==> src/rtl/azpr_uart_rx.sv <==
// ---------------------------------------------------------------------------
// azpr_uart_rx
//   UART receiver. Frame format: 8 data bits, no parity, 1 stop bit, LSB
//   first. The line idles high. Each bit is sampled once, at its midpoint.
//   When a frame ends with a valid stop bit, the byte appears on rx_data and
//   rx_end pulses for one cycle. This block also serves as a loopback or
//   bench monitor on a uart_tx line.
//
// Parameters
//   DIV_RATE : clock cycles per bit. Must be >= 4.
//   DIV_W    : width of the baud divider counter. Must hold DIV_RATE-1.
//
// Ports
//   clk     : system clock. All logic runs on its rising edge.
//   reset   : asynchronous reset, active low.
//   rx      : serial input. Asynchronous to clk. Idles at 1.
//   rx_busy : high while a frame is being received.
//   rx_end  : one-cycle strobe. The frame ended with a valid stop bit.
//   rx_data : last valid received byte. Updated only together with rx_end.
// ---------------------------------------------------------------------------
module azpr_uart_rx #(
    parameter int DIV_RATE = 260,
    parameter int DIV_W    = 9
) (
    input  logic       clk,
    input  logic       reset,
    input  logic       rx,
    output logic       rx_busy,
    output logic       rx_end,
    output logic [7:0] rx_data
);

    // The first wait covers half a bit, so the start bit is sampled at its
    // middle. Every later wait covers a full bit.
    localparam logic [DIV_W-1:0] HALF_CNT = DIV_W'(DIV_RATE / 2 - 1);
    localparam logic [DIV_W-1:0] FULL_CNT = DIV_W'(DIV_RATE - 1);
    localparam logic [3:0]       STOP_BIT = 4'd9;

    typedef enum logic {
        IDLE,
        RX
    } state_t;

    state_t           state;
    logic             sync1;
    logic             rx_s;
    logic [DIV_W-1:0] div_cnt;
    logic [3:0]       bit_cnt;
    logic [7:0]       shift;

    always_ff @(posedge clk or negedge reset) begin
        if (!reset) begin
            state   <= IDLE;
            sync1   <= 1'b1;
            rx_s    <= 1'b1;
            div_cnt <= '0;
            bit_cnt <= '0;
            shift   <= '0;
            rx_busy <= 1'b0;
            rx_end  <= 1'b0;
            rx_data <= 8'h00;
        end else begin
            // Two-stage synchroniser. Every decision below uses rx_s only.
            sync1  <= rx;
            rx_s   <= sync1;
            rx_end <= 1'b0;

            case (state)
                IDLE: begin
                    // The FSM checks for a start bit on every IDLE cycle.
                    // Back-to-back frames therefore need no idle gap. A line
                    // still held low after a framing error is also taken as
                    // a new start bit.
                    if (!rx_s) begin
                        state   <= RX;
                        rx_busy <= 1'b1;
                        bit_cnt <= '0;
                        div_cnt <= HALF_CNT;
                    end
                end

                RX: begin
                    if (div_cnt != '0) begin
                        div_cnt <= div_cnt - 1'b1;
                    end else if (bit_cnt == 4'd0) begin
                        if (rx_s) begin
                            // The line went back high before the middle of
                            // the start bit. This is a glitch, so drop it.
                            state   <= IDLE;
                            rx_busy <= 1'b0;
                        end else begin
                            bit_cnt <= 4'd1;
                            div_cnt <= FULL_CNT;
                        end
                    end else if (bit_cnt == STOP_BIT) begin
                        state   <= IDLE;
                        rx_busy <= 1'b0;
                        bit_cnt <= '0;
                        // A stop bit of 0 is a framing error. The byte is
                        // dropped and rx_data keeps its previous value.
                        if (rx_s) begin
                            rx_data <= shift;
                            rx_end  <= 1'b1;
                        end
                    end else begin
                        // Data bits arrive LSB first. Each new bit enters at
                        // the top, so bit 0 reaches shift[0] after eight bits.
                        shift   <= {rx_s, shift[7:1]};
                        bit_cnt <= bit_cnt + 4'd1;
                        div_cnt <= FULL_CNT;
                    end
                end

                default: begin
                    state   <= IDLE;
                    rx_busy <= 1'b0;
                end
            endcase
        end
    end

endmodule

==> config.mk <==
export PLATFORM = sky130hd
export DESIGN_NAME = azpr_uart_rx
export DESIGN_NICKNAME = d
export VERILOG_FILES = /design/src/rtl/azpr_uart_rx.sv
export SDC_FILE = /design/constraint.sdc
export NUM_CORES = 1
export LEC_CHECK = 0
export CAP_MARGIN = 30
export CORE_UTILIZATION = 50
export CTS_CLUSTER_DIAMETER = 100
export DETAILED_ROUTE_END_ITERATION = 8
export PLACE_DENSITY = 0.7
export SYNTH_ARGS = -nofsm -noshare
export SYNTH_HDL_FRONTEND = slang
export SYNTH_SLANG_ARGS = --single-unit
export TNS_END_PERCENT = 5
==> constraint.sdc <==
create_clock -name clk -period 5.1 [get_ports clk]
set_clock_uncertainty 0.2 [all_clocks]
set_input_delay 0.765 -clock clk [delete_from_list [all_inputs] [get_ports clk]]
set_output_delay 0.765 -clock clk [all_outputs]
set_load 0.01 [all_outputs]
==> Word-level counts from Yosys, hierarchy flattened <==
Index checks and enable logic that the tools add are counted.
{ "totals": {"regBits": 34, "in_bits": 3, "output_inout_bits": 10, "elab_cells": 58} }
{ "classes": {"n_addsub": 2, "eq_ne": 8, "muxes": 28, "n_bitwise": 4, "n_reduce_logical": 7} }
{ "op_table": {"columns": ["cell", "n"], "rows": [
  ["9-bit 2-to-1 mux", 5],
  ["4-bit 2-to-1 mux", 5],
  ["9-bit case mux with 2 select lines", 1],
  ["1-bit 2-to-1 mux", 14],
  ["9-bit nonzero test", 1],
  ["9-bit by 1-bit subtractor with 9-bit output (second input constant)", 1],
  ["4-bit inequality test (second input constant)", 2],
  ["4-bit case mux with 2 select lines", 1],
  ["4-bit AND reduction", 2],
  ["3-bit inequality test (second input constant)", 2],
  ["3-bit AND reduction", 2],
  ["5-bit AND reduction", 1],
  ["4-bit by 1-bit adder with 4-bit output (second input constant)", 1],
  ["4-bit equality test (second input constant)", 1],
  ["4-bit logical NOT", 1],
  ["2-bit inequality test (second input constant)", 2],
  ["1-bit NOT", 4],
  ["1-bit case mux with 2 select lines", 2],
  ["3-bit by 1-bit inequality test with 1-bit output (second input constant)", 1]
]} }

==> Depth between registers and ports, before layout <==
Gate-level depths: netlist of run 1.
{ "depth": {"word_depth": 5, "depth_mapped": 7, "depth_no_buf": 6} }

==> Worst setup path before layout of run 1 <==
No wires, ideal clock.
{ "synth_timing": {"kind": "flip-flop to flip-flop", "from": "register div_cnt[0]", "to": "register rx_data[0]", "setup_ns": 0.125, "t_arrival_ns": 1.858, "required_time_ns": 4.775, "slack_ns": 2.917, "path_stages_with_launch": 7, "n_path_buf": 0, "period_less_slack_ns": 2.183, "path_cell_list": "dfrtp_1 > inv_1 > ha_1 > nor3b_2 > nand4b_2 > nor3_4 > mux2_2"} }
{ "synth_between": {"elab_chain_cells": 3} }
{ "synth_lines": {"columns": ["item", "line_no", "source"], "rows": [
  ["from (decl)", "47", "logic [DIV_W-1:0] div_cnt;"],
  ["from (signal assigned)", "84", "div_cnt <= div_cnt - 1'b1;"],
  ["9-bit nonzero test", "83", "if (div_cnt != '0) begin"],
  ["1-bit NOT (no line)", null, null],
  ["5-bit AND reduction (no line)", null, null],
  ["to (signal assigned)", "102", "rx_data <= shift;"],
  ["to (decl)", "30", "output logic [7:0] rx_data"]
]} }
No other way between the ends.
A chain may end at the register's enable or synchronous reset.

==> Final worst setup path of run 1 <==
{ "layout_timing": {"from": "register div_cnt[0]", "to": "register rx_data[6]"} }
The elaborated chain is that of the path after synthesis.

==> results_dict.tcl, run 1 <==
set metrics [dict create \
    syn-mean-instance-area_um2 11.8 \
    wl_um 2810 \
    setup_violations 0 \
    post-route-util_pct 61.1 \
    synth_area_um2 1600 \
    worstSetupPathType "reg2reg" \
    p_leak_uw 0.000901 \
    first_pass_iters 4 \
    syn_inst 136 \
    final_layout_size_suffix_gt1_share_pct 21.9 \
    hp-class "reg2reg" \
    post_cts_buffers 0 \
    die_area_um2 3440 \
    worst_r2r_path_depth 6 \
    slew_viol_final 0 \
    maxCapViolCount 0 \
    core_um2 3050 \
    area_delta_synth_final_pct 16.3 \
    yosysTopAreaCell "dfrtp_1" \
    fin_crit_ps 2440 \
    placed_area_um2 1780 \
    maxSlewHeadroom_pct 48.1 \
    tritoncts "done" \
    antenna_found_initial 0 \
    grt_pass1_wl_um 4820 \
    ant_nets 0 \
    p_per_area_nw_per_um2 255 \
    yosysMostFrequentCell "dfrtp_1" \
    worstHoldPathCells 0 \
    grt_pass1_vias 1046 \
    end_kind "register" \
    fin_crit_sh_pct 47.8 \
    critPathRequiredTime_ps 5130 \
    ir_worst_vdd_v 0.000214 \
    crit_path_start_kind "register" \
    ys_seq_elements 34 \
    hold_buffers 0 \
    drcViolationCount 0 \
    cts_resized 0 \
    htreeDepth 2 \
    synth_seq_area_share_pct 53.2 \
    tritoncts.num_buffers 5 \
    pre_cts_ws_ps 2620 \
    postSynth.asyncResetShare_pct 100 \
    met2_usage_pct 30.5 \
    yosys-top-cells-count "dfrtp_1, mux2_2, nand2_1" \
    start_util_pct 52.5 \
    synth.area.top_cells "dfrtp_1, mux2_2, dfstp_2, ha_1, nand2b_1" \
    gp_congestion 0.846 \
    dpl.hpwl_um 2000 \
    drt_iter0_drc 49 \
    clock_sinks 34 \
    nets 161 \
    synth-main-ff-cell "dfrtp_1" \
    vias_per_cell 5.50 \
    synth_edf_count 0 \
    clock.fmax_ghz 0.410 \
    clock-root-buffer "clkbuf_4" \
    synth_top_area_share_pct 49.9 \
    tns_ps 0 \
    dieWidth_um 58.6 \
    grt_use_met1_pct 24.9 \
    use_met3_pct 6.59 \
    synth_fp_nets 143 \
    path_clk_slew_ps 100 \
    overflow 0 \
    grt_max_degree 35 \
    portBuffers 12 \
    diodes 0 \
    status "completed" \
    worstPathMaxFanout 9 \
    rsz0062_at_grt "no" \
    setup_ws_ps 2660 \
    rows 20 \
    io_pins 13 \
    vias 1095 \
    synthDistinctLibCells 37 \
    grt_busiest_layer "met2" \
    arrival_ps 2470 \
    cts.path.max_buffers 2 \
    clk_latency_ps 340 \
    die_y_um 58.6 \
    final_hold_viol_count 0 \
    grtUsageTotal_pct 19.4 \
    wire_per_inst_um 14.1 \
    postLayoutCellArea_um2 1870 \
    worstMarginPinSlew_ps 771 \
    synth_warnings 0 \
]
==> cell type report <==
type,instances,area (um^2)
fillers,267,1190
flip-flops and latches,34,853
multi-input cells,92,713
repair buffers,14,135
well taps,44,55.1
clock inverters,3,45.0
clock buffers,5,37.5
inverters,7,26.3
==> flip-flops by register name, indices dropped and copies added, names as in the netlist <==
signal / flops
bit_cnt: 4
div_cnt: 9
rx_busy: 1
rx_data: 8
rx_end: 1
rx_s: 1
shift: 8
state: 1
sync1: 1
==> through the flow <==
step	total power, uW	hold WS (ps)	std cells
6_report	476	162	199
5_1_grt	496	170	199
4_1_cts	484	164	199
3_5_place_dp	287	149	191
3_3_place_gp	286	146	191
2_1_floorplan	278	145	136
==> final timing paths <==
| path | startpoint | slack, ps | to |
|---|---|---|---|
| min in group asynchronous | reset | 610 | div_cnt[5]$_DFFE_PN0P_ |
| worst max-delay path | div_cnt[0]$_DFFE_PN0P_ | 2660 | rx_data[6]$_DFFE_PN0P_ |
| worst min-delay path | sync1$_DFF_PN1_ | 160 | rx_s$_DFF_PN1_ |
| worst min register to register | sync1$_DFF_PN1_ | 160 | rx_s$_DFF_PN1_ |
| worst max register to register | div_cnt[0]$_DFFE_PN0P_ | 2660 | rx_data[6]$_DFFE_PN0P_ |
| max in group asynchronous | reset | 3750 | sync1$_DFF_PN1_ |
==> power by group <==
| group | internal, uW | switching, uW | leakage, uW |
|---|---|---|---|
| sequential | 271 | 0.861 | 0.000443 |
| combinational | 2.59 | 6.40 | 0.000421 |
| clock | 103 | 92.8 | 0.0000374 |
| total | 376 | 100 | 0.000901 |
==> worst max-delay path, stage by stage (launching register included) <==
cell      delay (ps)
dfrtp_1          410
inv_1            100
ha_1             210
nor3b_2          350
nand4b_2         230
nor3_4           450
mux2_2           380
==> per-layer routing <==
layer  vias to the layer above  routed length [um]  part of all wire (%)
li1                        530                   -                     -
met1                       542                1310                    47
met2                        17                1360                    48
met3                         6                  89                   3.2
met4                         0                  45                   1.6
met5                         -                   0                     0
==> logic make-up (layout without fill, tap and decap cells) <==
group | Yosys count | after routing | synth area share [%]
compound gates | 30 | 30 | 12.4
simple gates | 40 | 40 | 16.5
mux | 18 | 18 | 12.5
fa+ha+maj | 4 | 4 | 3.12
buf+inv | 10 | 29 | 2.34
flops | 34 | 34 | 53.2
==> layout by cell type, fill, tap and decap left out, types with 2 or more instances in the layout <==
cell type,instances
nor2_1,5
clkinvlp_4,2
nand2b_1,6
mux2_2,16
o21ai_0,5
mux2i_1,2
clkdlybuf4s50_1,12
clkbuf_4,5
nand2_1,8
dfstp_2,2
a31oi_1,3
buf_4,2
nor3_1,2
nand3_1,7
inv_1,7
a21oi_1,7
o211ai_1,2
dfrtp_1,32
nor2b_1,2
ha_1,4
o31ai_1,3
a21boi_0,2
(Power assumes the default switching activity.)
==> inputs of run 2 (changes only) <==
--- a/config.mk
+++ b/config.mk
@@ -9,7 +9,7 @@
 export CORE_UTILIZATION = 50
 export CTS_CLUSTER_DIAMETER = 100
 export DETAILED_ROUTE_END_ITERATION = 8
-export PLACE_DENSITY = 0.7
+export PLACE_DENSITY = 0.73
 export SYNTH_ARGS = -nofsm -noshare
 export SYNTH_HDL_FRONTEND = slang
 export SYNTH_SLANG_ARGS = --single-unit
==> constraint.sdc (replaced) <==
create_clock -name clk -period 2 [get_ports clk]
set_clock_uncertainty 0.2 [all_clocks]
set_input_delay 0.3 -clock clk [delete_from_list [all_inputs] [get_ports clk]]
set_output_delay 0.3 -clock clk [all_outputs]
set_load 0.01 [all_outputs]
==> run 2 against run 1 <==
Net effect: clock-buffer cell count stayed put; routed wire length is 20% higher; first-iteration DRC count is 63% higher; hold slack worse by 17 ps; largest cell class unchanged.
==> results_dict.tcl, run 2 (synthesis results as in run 1) <==
set metrics [dict create \
    status "completed" \
    final_hold_viol_count 0 \
    final_layout_size_suffix_gt1_share_pct 38.9 \
    vias 1197 \
    diodes 0 \
    vias_per_cell 5.23 \
    slew_viol_final 0 \
    first_pass_iters 4 \
    regMostFlops "div_cnt" \
    rows 20 \
    tritoncts "done" \
    htreeDepth 2 \
    ant_nets 0 \
    worstSetupPathType "reg2reg" \
    routed-wl-met3_um 99 \
    core_um2 3050 \
    start_util_pct 52.5 \
    rsz0062_at_grt "yes" \
    mostFrequentLayoutCells "dfrtp_1, buf_4, clkdlybuf4s50_1, mux2_2, mux2_4" \
    grt_pass1_vias 1231 \
    end_kind "register" \
    grt_pass1_wl_um 5600 \
    arrival_ps 2010 \
    maxCapViolCount 0 \
    die_y_um 58.6 \
    hold_buffers 0 \
    overflow 0 \
    switching_share_pct 21.1 \
    p_per_area_nw_per_um2 558 \
    drt_iter0_drc 80 \
    path_clk_slew_ps 100 \
    power_frac_comb_pct 2.3 \
    largestRegisters "div_cnt (9), rx_data (8), shift (8)" \
    dieWidth_um 58.6 \
    io_pins 13 \
    worstMarginPinSlew_ps 426 \
    place_inst 210 \
    critPathRequiredTime_ps 2030 \
    clock_sinks 34 \
    cts.path.max_buffers 2 \
    hp-class "in2async" \
    die_area_um2 3440 \
    crit_path_start_kind "register" \
    grtUsageTotal_pct 22.3 \
    wl_um 3370 \
    setup_violations 0 \
    hold_ws_ps 145 \
    largest_reg_flops 9 \
    drcViolationCount 0 \
    maxSlewHeadroom_pct 71.3 \
    fin_crit_sh_pct 98.9 \
    grt_max_degree 35 \
    met1_length_um 1580 \
    clkPwrFrac_pct 40.8 \
    dpl.hpwl_um 2220 \
    nets 191 \
    switchingPower_uw 257 \
    topRoutingLayerUsed "met4" \
    tritoncts.num_buffers 5 \
    met2_length_um 1670 \
    seqPwrFrac_pct 56.9 \
    clk_latency_ps 350 \
    ir_worst_vdd_v 0.000379 \
    clock-root-buffer "clkbuf_4" \
    antenna_found_initial 0 \
    portBuffers 12 \
    worstPathMaxFanout 14 \
    r2r-start "div_cnt[0]$_DFFE_PN0P_" \
    clock.fmax_ghz 0.505 \
    area_delta_synth_final_pct 35.9 \
    internal_power_uw 960 \
    final_cell_count_no_fill 229 \
    fin_crit_ps 1980 \
    wire_per_inst_um 14.7 \
    p_leak_uw 0.00109 \
    crit_start "div_cnt[0]$_DFFE_PN0P_" \
    layout_commonest_cell "dfrtp_1" \
    gp_congestion 0.847 \
]
[run 2: cell types whose count changed in the layout (fill, tap and decap cells not counted), sizes merged]
cell	before	now
clkinv	0	2
clkinvlp	2	0
buf	2	32
[run 2: per-stage QoR]
stage	power, uW	util (%)	setup slack (ps)	cell area [um^2]	TNS [ps]
finish	1220	71.4	21.0	2180	0
global route	1250	71.4	-76.9	2180	-869
CTS	1230	71.1	-77.1	2170	-546
detailed placement	733	64.0	-67.5	1950	-541
global placement	733	64.0	-46.8	1950	-364
floorplan	710	-	-66.3	1620	-557
[run 2: worst max-delay path, cell delays in order (launching register included)]
cell      delay, ps
dfrtp_1         400
inv_2            90
ha_4            130
buf_4           110
nor4b_4         250
a21boi_0        130
buf_4           200
o31ai_2         250
o41ai_1         100
[run 2: worst paths after layout]
path / to / slack, ps / depth (start not counted)
worst min-delay path: div_cnt[6]$_DFFE_PN0P_ / 150 / 2
max in group asynchronous: sync1$_DFF_PN1_ / 1110 / 2
min in group clk: sync1$_DFF_PN1_ / 160 / 1
worst max-delay path: bit_cnt[2]$_DFFE_PN0P_ / 20 / 8
worst max register to register: bit_cnt[2]$_DFFE_PN0P_ / 20 / 8
worst min register to register: rx_s$_DFF_PN1_ / 160 / 0
[run 2: power groups by stage]
stage / registers [uW] / clock network (uW) / logic (uW)
floorplan: 705 / 0 / 4.31
global placement: 706 / 0 / 26.8
detailed placement: 706 / 0 / 27.3
CTS: 693 / 507 / 27.3
global route: 693 / 529 / 32.5
finish: 692 / 496 / 28.1
[run 2: area by class of cell]
class / count / area [um^2]
Clock buffer: 5 / 37.5
Inverter: 7 / 26.3
Sequential cell: 34 / 853
Tap cell: 44 / 55.1
Timing Repair Buffer: 44 / 368
Clock inverter: 3 / 40.0
Fill cell: 218 / 873
Multi-Input combinational cell: 92 / 800
[run 2: per-layer routing]
metal | up-vias | GRT usage [%]
li1 | 594 | -
met1 | 583 | 28.8
met2 | 18 | 36.1
met3 | 2 | 4.62
met4 | 0 | 10.5
met5 | - | 0
[run 2: repair_timing]
| item | CTS | global route |
|---|---|---|
| setup buffers | 8 | 4 |
| setup endpoints to repair | 17 | 22 |
| gates resized for setup | 15 | 8 |
| pin swaps | 2 | 3 |
| cloned | 1 | 0 |
==> inputs of run 3 (changes only) <==
--- a/config.mk
+++ b/config.mk
@@ -5,6 +5,7 @@
 export SDC_FILE = /design/constraint.sdc
 export NUM_CORES = 1
 export LEC_CHECK = 0
+export ABC_AREA = 1
 export CAP_MARGIN = 30
 export CORE_UTILIZATION = 50
 export CTS_CLUSTER_DIAMETER = 100
==> run 3 against run 2 <==
Net effect: largest cell class unchanged; utilization is 9.1 points lower; sequential share of layout area is 4.3 points higher; critical path type unchanged; flip-flop and latch count stayed put.
==> results_dict.tcl, run 3 <==
set metrics [dict create \
    slew_viol_final 0 \
    synth_seq_area_share_pct 49.9 \
    clock_sinks 34 \
    internal_power_uw 995 \
    critPathRequiredTime_ps 2030 \
    pre_cts_ws_ps 161 \
    layout_commonest_cell "nand2_1" \
    status "completed" \
    clkPwrFrac_pct 42.7 \
    drt_iter0_drc 78 \
    first_pass_iters 4 \
    syn_inst 193 \
    fin_crit_sh_pct 92.6 \
    cts.path.max_buffers 2 \
    fill_cells 283 \
    die_y_um 60.5 \
    start_util_pct 54.2 \
    maxSlewHeadroom_pct 72.2 \
    synth_xor_area_share_pct 1.54 \
    switching_share_pct 20.1 \
    dieWidth_um 60.5 \
    setup_ws_ps 147 \
    vias_per_cell 4.95 \
    clock.fmax_ghz 0.540 \
    final_layout_size_suffix_gt1_share_pct 18.4 \
    crit_path_start_kind "register" \
    core_um2 3150 \
    synth-main-ff-cell "dfrtp_1" \
    maxCapViolCount 0 \
    ir_worst_vdd_v 0.000493 \
    clock-root-buffer "clkbuf_4" \
    seqPwrFrac_pct 55.6 \
    synth-simple-area-share_pct 33.2 \
    p_leak_uw 0.00102 \
    p_per_area_nw_per_um2 634 \
    die_area_um2 3660 \
    hp-class "in2async" \
    clk_latency_ps 330 \
    synth_fa_ha_area_share_pct 2.93 \
    final_hold_viol_count 0 \
    hold_buffers 0 \
    synth_edf_count 0 \
    antenna_found_initial 0 \
    worstMarginPinSlew_ps 417 \
    drcViolationCount 0 \
    largest_reg_flops 9 \
    yosysTopAreaCell "dfrtp_1" \
    worstSetupPathType "reg2reg" \
    yosysMostFrequentCell "nand2_1" \
    nets 218 \
    rsz0062_at_grt "no" \
    synth.area.top_cells "dfrtp_1, nand2_1, inv_1, dfstp_2, ha_1" \
    syn-mean-instance-area_um2 8.86 \
    gp_congestion 0.806 \
    mostFrequentLayoutCells "nand2_1, dfrtp_1, inv_1, nor2_1, clkdlybuf4s50_1" \
    setup_violations 0 \
    overflow 0 \
    hold_ws_ps 148 \
    dpl.hpwl_um 2210 \
    grt_pass1_wl_um 5160 \
    grtUsageTotal_pct 19.4 \
    wl_um 3020 \
    ys_seq_elements 34 \
    end_kind "register" \
    synth_warnings 0 \
    io_pins 13 \
    grt_pass1_vias 1182 \
    tritoncts "done" \
    tritoncts.num_buffers 5 \
    synthMuxAreaShare_pct 0 \
    worstPathMaxFanout 15 \
    diodes 0 \
    synth_top_family_by_area "simple AND/OR/NAND/NOR gates" \
    ant_nets 0 \
    postSynth.asyncResetShare_pct 100 \
    synth_fp_nets 200 \
    fin_crit_ps 1850 \
    rows 20 \
    regMostFlops "div_cnt" \
    synth-compound-area-share_pct 7.02 \
    largestRegisters "div_cnt (9), rx_data (8), shift (8)" \
    path_clk_slew_ps 110 \
    tns_ps 0 \
    synth_top_area_share_pct 46.8 \
    portBuffers 12 \
    synthDistinctLibCells 27 \
    vias 1268 \
    synth_area_um2 1710 \
    switchingPower_uw 251 \
    grt_max_degree 35 \
    wire_per_inst_um 11.8 \
    area_delta_synth_final_pct 14.8 \
    power_frac_comb_pct 1.8 \
    htreeDepth 2 \
    yosys-top-cells-count "nand2_1, dfrtp_1, inv_1, nor2_1, nand3_1" \
    arrival_ps 1880 \
]
run 3: logic make-up (layout without fill, tap and decap cells):
kind of cell / after synthesis / in the layout
and+or+nand+nor: 112 / 112
xor gates and xnor gates: 3 / 3
DFF: 34 / 34
buffers and inverters: 22 / 41
AOI/OAI and AO/OA: 18 / 18
adders and majority gates: 4 / 4
run 3: repair_timing:
action	in CTS	in global routing
buffers inserted	0	0
endpoints found under the setup margin	0	2
hold endpoints to repair	0	0
resized for setup	0	1
run 3: per-stage QoR:
| stage | cell area [um^2] | utilization, % | std cells | total power, uW |
|---|---|---|---|---|
| floorplan | 1710 | - | 193 | 709 |
| global placement | 1880 | 59.5 | 248 | 729 |
| detailed placement | 1880 | 59.5 | 248 | 729 |
| CTS | 1960 | 62.2 | 256 | 1260 |
| global route | 1960 | 62.3 | 256 | 1290 |
| finish | 1960 | 62.3 | 256 | 1250 |
run 3: routing by layer:
metal	global-route usage, %	wire, um	vias up
li1	-	-	647
met1	27.0	1480	593
met2	28.7	1390	24
met3	3.84	115	4
met4	10.1	39	0
met5	0	0	-
run 3: area by class of cell:
type	instances	area [um^2]	area share, %
Clock buffer	7	55.1	2.80
Clock inverter	1	30.0	1.53
Inverter	20	76.3	3.89
Multi-Input combinational cell	137	767	39.0
Sequential cell	34	853	43.4
Tap cell	44	55.1	2.80
Timing Repair Buffer	13	128	6.50
run 3: critical path: stages (launching register included):
cell and delay, ps:
dfrtp_1 490, inv_1 70, ha_1 210, nand3_2 120, nand2_1 90, nor2_2 190, nand2_4 170, nor2_1 150
a21oi_2 40
run 3: power groups by stage:
stage	Combinational (uW)	Sequential [uW]	Clock, uW
finish	22.0	692	531
global route	26.2	693	568
CTS	23.2	692	541
detailed placement	23.4	706	0
global placement	23.2	706	0
floorplan	3.97	706	0
run 3: final timing paths:
check	start	end	slack (ps)	depth (start not counted)
max	bit_cnt[0]$_DFFE_PN0P_	shift[6]$_DFFE_PN0P_	150	8
min	reset	rx_data[7]$_DFFE_PN0P_	150	2
max reg2reg	bit_cnt[0]$_DFFE_PN0P_	shift[6]$_DFFE_PN0P_	150	8
min reg2reg	sync1$_DFF_PN1_	rx_s$_DFF_PN1_	160	0
max in group asynchronous	reset	sync1$_DFF_PN1_	1110	2
min in group clk	sync1$_DFF_PN1_	rx_s$_DFF_PN1_	160	0
